===== src/rtl/pc_pkg.sv =====
// Shared definitions for the program-counter / branch control stage.
package pc_pkg;

    // Sequencer states. The numeric encoding is fixed so debug captures stay stable.
    typedef enum logic [1:0] {
        IDLE = 2'd0,
        RUN  = 2'd1,
        DONE = 2'd2
    } state_t;

    // Default geometry: 1K-word instruction memory, 16-entry branch-target table.
    localparam int PC_W_DEF      = 10;
    localparam int LUT_IDX_W_DEF = 4;

    // Taken-branch counter ceiling; the counter sticks here instead of wrapping.
    localparam logic [7:0] TAKEN_MAX = 8'hFF;

endpackage


===== src/rtl/branch_lut.sv =====
// Branch-target lookup table: synchronous write, combinational read, async clear.
// A read and a write to the same index in one cycle return the old entry,
// because the read path comes straight from the registers.
module branch_lut #(
    parameter int IDX_W  = 4,
    parameter int DATA_W = 10
) (
    input  logic              clk,
    input  logic              rst_n,
    input  logic              we,
    input  logic [IDX_W-1:0]  waddr,
    input  logic [DATA_W-1:0] wdata,
    input  logic [IDX_W-1:0]  raddr,
    output logic [DATA_W-1:0] rdata
);

    localparam int DEPTH = 1 << IDX_W;

    logic [DATA_W-1:0] mem_q [DEPTH];
    logic [DATA_W-1:0] mem_d [DEPTH];

    // Next-state of the table: copy every entry, overwrite the addressed one on a write.
    always_comb begin
        mem_d = mem_q;
        if (we) begin
            mem_d[waddr] = wdata;
        end
    end

    // Table storage; reset clears every entry to zero.
    always_ff @(posedge clk or negedge rst_n) begin
        if (!rst_n) begin
            for (int i = 0; i < DEPTH; i++) begin
                mem_q[i] <= '0;
            end
        end else begin
            mem_q <= mem_d;
        end
    end

    assign rdata = mem_q[raddr];

endmodule


===== src/rtl/pc_ctrl.sv =====
// Program-counter and branch control stage downstream of the 8-bit ALU.
// Sequences the instruction address through IDLE -> RUN -> DONE, resolves
// BNE targets through branch_lut, and counts taken branches (saturating).
// Harness handshake: start is a level request sampled every edge; fetch_en
// is high exactly while in RUN and done is high exactly while in DONE.
module pc_ctrl
    import pc_pkg::*;
#(
    parameter int PC_W       = PC_W_DEF,
    parameter int LUT_IDX_W  = LUT_IDX_W_DEF,
    parameter int START_ADDR = 0
) (
    input  logic                 clk,
    input  logic                 rst_n,
    input  logic                 start,
    input  logic                 halt,
    input  logic                 stall,
    input  logic                 branch_en,
    input  logic [LUT_IDX_W-1:0] branch_idx,
    input  logic [7:0]           alu_rslt,
    input  logic                 lut_we,
    input  logic [LUT_IDX_W-1:0] lut_waddr,
    input  logic [PC_W-1:0]      lut_wdata,
    output logic [PC_W-1:0]      pc,
    output logic                 fetch_en,
    output logic                 done,
    output logic [7:0]           taken_cnt
);

    localparam logic [1:0] ST_IDLE = IDLE;
    localparam logic [1:0] ST_RUN  = RUN;
    localparam logic [1:0] ST_DONE = DONE;

    localparam logic [PC_W-1:0] START_PC = START_ADDR[PC_W-1:0];

    logic [1:0]      state_q, state_d;
    logic [PC_W-1:0] pc_q, pc_d;
    logic [7:0]      taken_cnt_q, taken_cnt_d;
    logic [PC_W-1:0] lut_rdata;
    logic            branch_taken;

    // Only bit 0 of the ALU result carries the BNE condition.
    logic unused_alu_bits;
    assign unused_alu_bits = ^alu_rslt[7:1];

    branch_lut #(
        .IDX_W  (LUT_IDX_W),
        .DATA_W (PC_W)
    ) u_lut (
        .clk   (clk),
        .rst_n (rst_n),
        .we    (lut_we),
        .waddr (lut_waddr),
        .wdata (lut_wdata),
        .raddr (branch_idx),
        .rdata (lut_rdata)
    );

    assign branch_taken = branch_en & alu_rslt[0];

    // Sequencer: start restarts from any state; in RUN, stall > halt > branch > increment.
    always_comb begin
        state_d     = state_q;
        pc_d        = pc_q;
        taken_cnt_d = taken_cnt_q;
        case (state_q)
            ST_IDLE, ST_DONE: begin
                if (start) begin
                    state_d     = ST_RUN;
                    pc_d        = START_PC;
                    taken_cnt_d = '0;
                end
            end
            ST_RUN: begin
                if (start) begin
                    pc_d        = START_PC;
                    taken_cnt_d = '0;
                end else if (stall) begin
                    pc_d = pc_q;
                end else if (halt) begin
                    state_d = ST_DONE;
                end else if (branch_taken) begin
                    pc_d = lut_rdata;
                    if (taken_cnt_q != TAKEN_MAX) begin
                        taken_cnt_d = taken_cnt_q + 8'd1;
                    end
                end else begin
                    pc_d = pc_q + PC_W'(1);
                end
            end
            default: begin
                state_d = ST_IDLE;
            end
        endcase
    end

    // State, PC and counter registers.
    always_ff @(posedge clk or negedge rst_n) begin
        if (!rst_n) begin
            state_q     <= ST_IDLE;
            pc_q        <= '0;
            taken_cnt_q <= '0;
        end else begin
            state_q     <= state_d;
            pc_q        <= pc_d;
            taken_cnt_q <= taken_cnt_d;
        end
    end

    assign pc        = pc_q;
    assign taken_cnt = taken_cnt_q;
    assign fetch_en  = (state_q == ST_RUN);
    assign done      = (state_q == ST_DONE);

endmodule


===== config.mk =====
export PLATFORM = sky130hd
export DESIGN_NAME = pc_ctrl
export DESIGN_NICKNAME = d
export VERILOG_FILES = /design/src/rtl/pc_pkg.sv /design/src/rtl/branch_lut.sv /design/src/rtl/pc_ctrl.sv
export SDC_FILE = /design/constraint.sdc
export NUM_CORES = 1
export LEC_CHECK = 0
export ABC_AREA = 1
export CAP_MARGIN = 20
export CORE_ASPECT_RATIO = 2
export CORE_UTILIZATION = 54
export CTS_CLUSTER_DIAMETER = 100
export CTS_CLUSTER_SIZE = 14
export DETAILED_ROUTE_END_ITERATION = 10
export PLACE_DENSITY = 0.84
export SETUP_SLACK_MARGIN = 0.3
export SYNTH_ARGS = -nofsm -noshare
export SYNTH_HDL_FRONTEND = slang
export SYNTH_HIERARCHICAL = 1
export SYNTH_SLANG_ARGS = --single-unit

===== constraint.sdc =====
create_clock -name clk -period 1.4 [get_ports clk]
set_input_delay 0.28 -clock clk [delete_from_list [all_inputs] [get_ports clk]]
set_output_delay 0.28 -clock clk [all_outputs]
set_load 0.01 [all_outputs]

==> impl_metrics.py <==
metrics = {
    "outcome": {
        "status": "finished, violations left",
        "violations": "DRC, setup timing",
    },
    "power": {
        "p_int_w": 0.0112,
        "leakagePower_nw": 5.97,
        "comb_power_share": 0.298,
        "seqPwrFrac": 0.416,
        "p_sw_w": 0.00542,
        "power.density_nw_per_um2": 1410,
        "swShare": 0.325,
        "clock_power_share": 0.286,
        "peakVddDrop_uv": 832,
    },
    "floorplan": {
        "start_util": 0.549,
        "rows": 67,
        "dieArea_um2": 17500,
        "die_y_um": 186,
        "dieWidth_um": 94.1,
        "ios": 53,
        "core-area_um2": 16700,
    },
    "grt": {
        "grt_pass1_vias": 8906,
        "grt_usage": 0.333,
        "grt_pass1_wl_um": 44100,
        "antenna_found_initial": 2,
        "grt_max_degree": 51,
        "gr-total-overflow": 0,
    },
    "setup_path": {
        "worstPathRequired_ps": 1750,
        "path_cells": "inv_2 -> nor2_4 -> buf_6 -> nand2_8 -> nand2_8 -> nand3_4 -> nor2_4 -> nand2_1 -> nand2_2",
        "cp.arrival_ps": 2060,
        "start_kind": "flip-flop",
        "cp_slowest_cell": "dfrtp_1",
        "critPathMaxFanout": 5,
        "endpoint_kind": "flip-flop",
        "worst_path_largest_cell_delay_ps": 420,
        "worst-setup-path-type": "flip-flop to flip-flop",
    },
    "drt": {
        "wl_um": 29000,
        "drc": 1,
        "ant_nets": 0,
        "drt-wirelength-per-cell_um": 18.3,
        "vias": 9060,
        "via_per_inst": 5.71,
        "dr.first_iter.drc_count": 829,
        "drt_pass1_iterations": 9,
    },
    "cts": {
        "root_buffer": "clkbuf_16",
        "cts_tree": "yes",
        "clk_latency_ps": 440,
        "clock_path_buffers": 2,
        "cts_buffers": 17,
        "cts_htree_levels": 4,
        "cts.sinks": 180,
        "path_clk_slew_ps": 70,
    },
    "sta": {
        "period_share": 1.22,
        "fin_crit_ps": 1700,
        "setup_viol": 22,
        "setup_slack_ps": -302,
        "rsz0062_at_grt": "true",
        "skew_ps": 13.4,
        "maxSlewHeadroom": 0.703,
        "hold_viol": 0,
        "fmax_mhz": 587,
        "setup_tns_ps": -2840,
        "slew_viol_final": 0,
        "worst_pin_slew_ps": 445,
    },
    "layout": {
        "multi_input_area_um2": 3930,
        "final_common_cell": "nand2_1",
        "diodes": 0,
        "final_core_util": 0.709,
        "layout.area.seq_um2": 4520,
        "final_nets": 1403,
        "layout-drive-gt1-share": 0.185,
        "nFillCells": 1116,
        "synthToLayoutAreaGrowth_pct": 29.2,
        "layout_common_cells": "nand2_1 (438), dfrtp_1 (169), inv_1 (154)",
    },
    "synthesis": {
        "syn-instance-count": 1249,
        "ys_warn_count": 6,
        "ys_seq_area_frac": 0.492,
        "synth-seq-cells": 180,
        "synth_area_per_cell_um2": 7.33,
        "synth_nets": 1284,
        "synth_cell_types": 32,
        "synth_area_um2": 9160,
    },
    "job": {
        "maxCapViolations": 0,
    },
    "place": {
        "gp_congestion": 0.917,
        "pre_cts_ws_ps": -490,
        "hpwl_um": 17700,
        "port-buffer-count": 45,
    },
    "min_path": {
        "min_path_type": "input pin to async pin",
    },
}
what timing repair did:
action | 4_1_cts | 5_1_grt
hold buffers | 1 | 0
buffers inserted | 25 | 8
resized for setup | 143 | 49
gates cloned | 3 | 0
pin swaps | 16 | 12
endpoints found under the setup margin | 198 | 53
hold endpoints to repair | 24 | 0
layout make-up:
type                            count  area share
Sequential cell                   180       0.382
Tap cell                          207      0.0219
Clock inverter                      9     0.00857
Clock buffer                       23      0.0413
Timing Repair Buffer              172       0.162
Multi-Input combinational cell    835       0.332
Inverter                          162      0.0518
Yosys cell counts:
cell type / instances / area (um2)
nor3_2: 2 / 20.0
dfrtp_1: 180 / 4500
clkinv_1: 1 / 3.75
nand3_4: 1 / 17.5
a21oi_1: 5 / 25.0
o22ai_1: 1 / 6.26
nand3_2: 1 / 10.0
nand2_1: 455 / 1710
o21bai_1: 1 / 7.51
buf_2: 48 / 240
mux2i_1: 1 / 10.0
nand3_1: 137 / 686
o21ai_0: 62 / 310
nand2_2: 4 / 25.0
or2_2: 3 / 18.8
buf_6: 2 / 22.5
o21ai_1: 109 / 546
inv_2: 3 / 11.3
clkbuf_2: 1 / 5.00
xnor2_1: 1 / 8.76
nor2_2: 6 / 37.5
clkbuf_1: 22 / 82.6
nand2_4: 2 / 22.5
nor2_1: 27 / 101
nor2_4: 2 / 22.5
a21oi_2: 1 / 8.76
ha_1: 2 / 25.0
nand3b_1: 3 / 22.5
inv_1: 158 / 593
buf_4: 1 / 7.51
nand4_1: 6 / 37.5
a21boi_2: 1 / 11.3
power groups by stage:
stage	Sequential (W)	Clock [W]	Combinational [W]
global route	0.00704	0.00506	0.00543
global placement	0.00691	0	0.00373
finish	0.00693	0.00477	0.00496
detailed placement	0.00696	0	0.00385
CTS	0.00688	0.00481	0.00433
floorplan	0.00688	0	0.00226
stage by stage:
step	total power, W	hold WS, ps	instances	cell area, um2
6_report	0.0167	269	1588	11800
5_1_grt	0.0175	283	1588	11800
4_1_cts	0.0160	271	1580	11600
3_5_place_dp	0.0108	157	1519	10700
3_3_place_gp	0.0106	155	1519	10700
2_1_floorplan	0.00914	-15.6	1249	9180
cell families (layout without fill, tap and decap cells):
group           count (synthesis)  in the layout  share of synthesized area
simple gates                  649            651                      0.298
buf+inv                       236            366                      0.105
compound gates                180            180                     0.0999
flops                         180            180                      0.492
fa+ha+maj                       2              2                    0.00273
xor+xnor                        1              1                   0.000957
mux                             1              1                    0.00109
registers in the layout, indices dropped and copies added (netlist names):
name	cells
pc	10
state_q	2
taken_cnt	8
u_lut/mem_q	160
layer usage:
layer,GRT usage,wire (um),share of wire,vias to the layer above
met5,0,9,0.00031,-
met4,0.257,2320,0.080,2
met3,0.0683,2180,0.075,179
met2,0.556,14500,0.50,528
met1,0.366,10000,0.35,4213
li1,-,-,-,4138
critical path: cells and delay by family, from the launching register on:
kind / cells / cell delay (ps)
buffers and inverters: 2 / 230
flip-flops: 1 / 420
AND/OR/NAND/NOR: 7 / 970
final timing paths:
kind | startpoint | endpoint | slack, ps | cells past startpoint
worst max-delay path | state_q[0] | taken_cnt[0] | -300 | 9
worst min-delay path | rst_n | taken_cnt[5] | 270 | 2
worst max register to register | state_q[0] | taken_cnt[0] | -300 | 9
worst min register to register | u_lut/mem_q[36] | u_lut/mem_q[36] | 490 | 2
max in group asynchronous | rst_n | u_lut/mem_q[91] | 540 | 3
min in group clk | lut_waddr[3] | u_lut/mem_q[145] | 410 | 5
(Power assumes the default switching activity.)
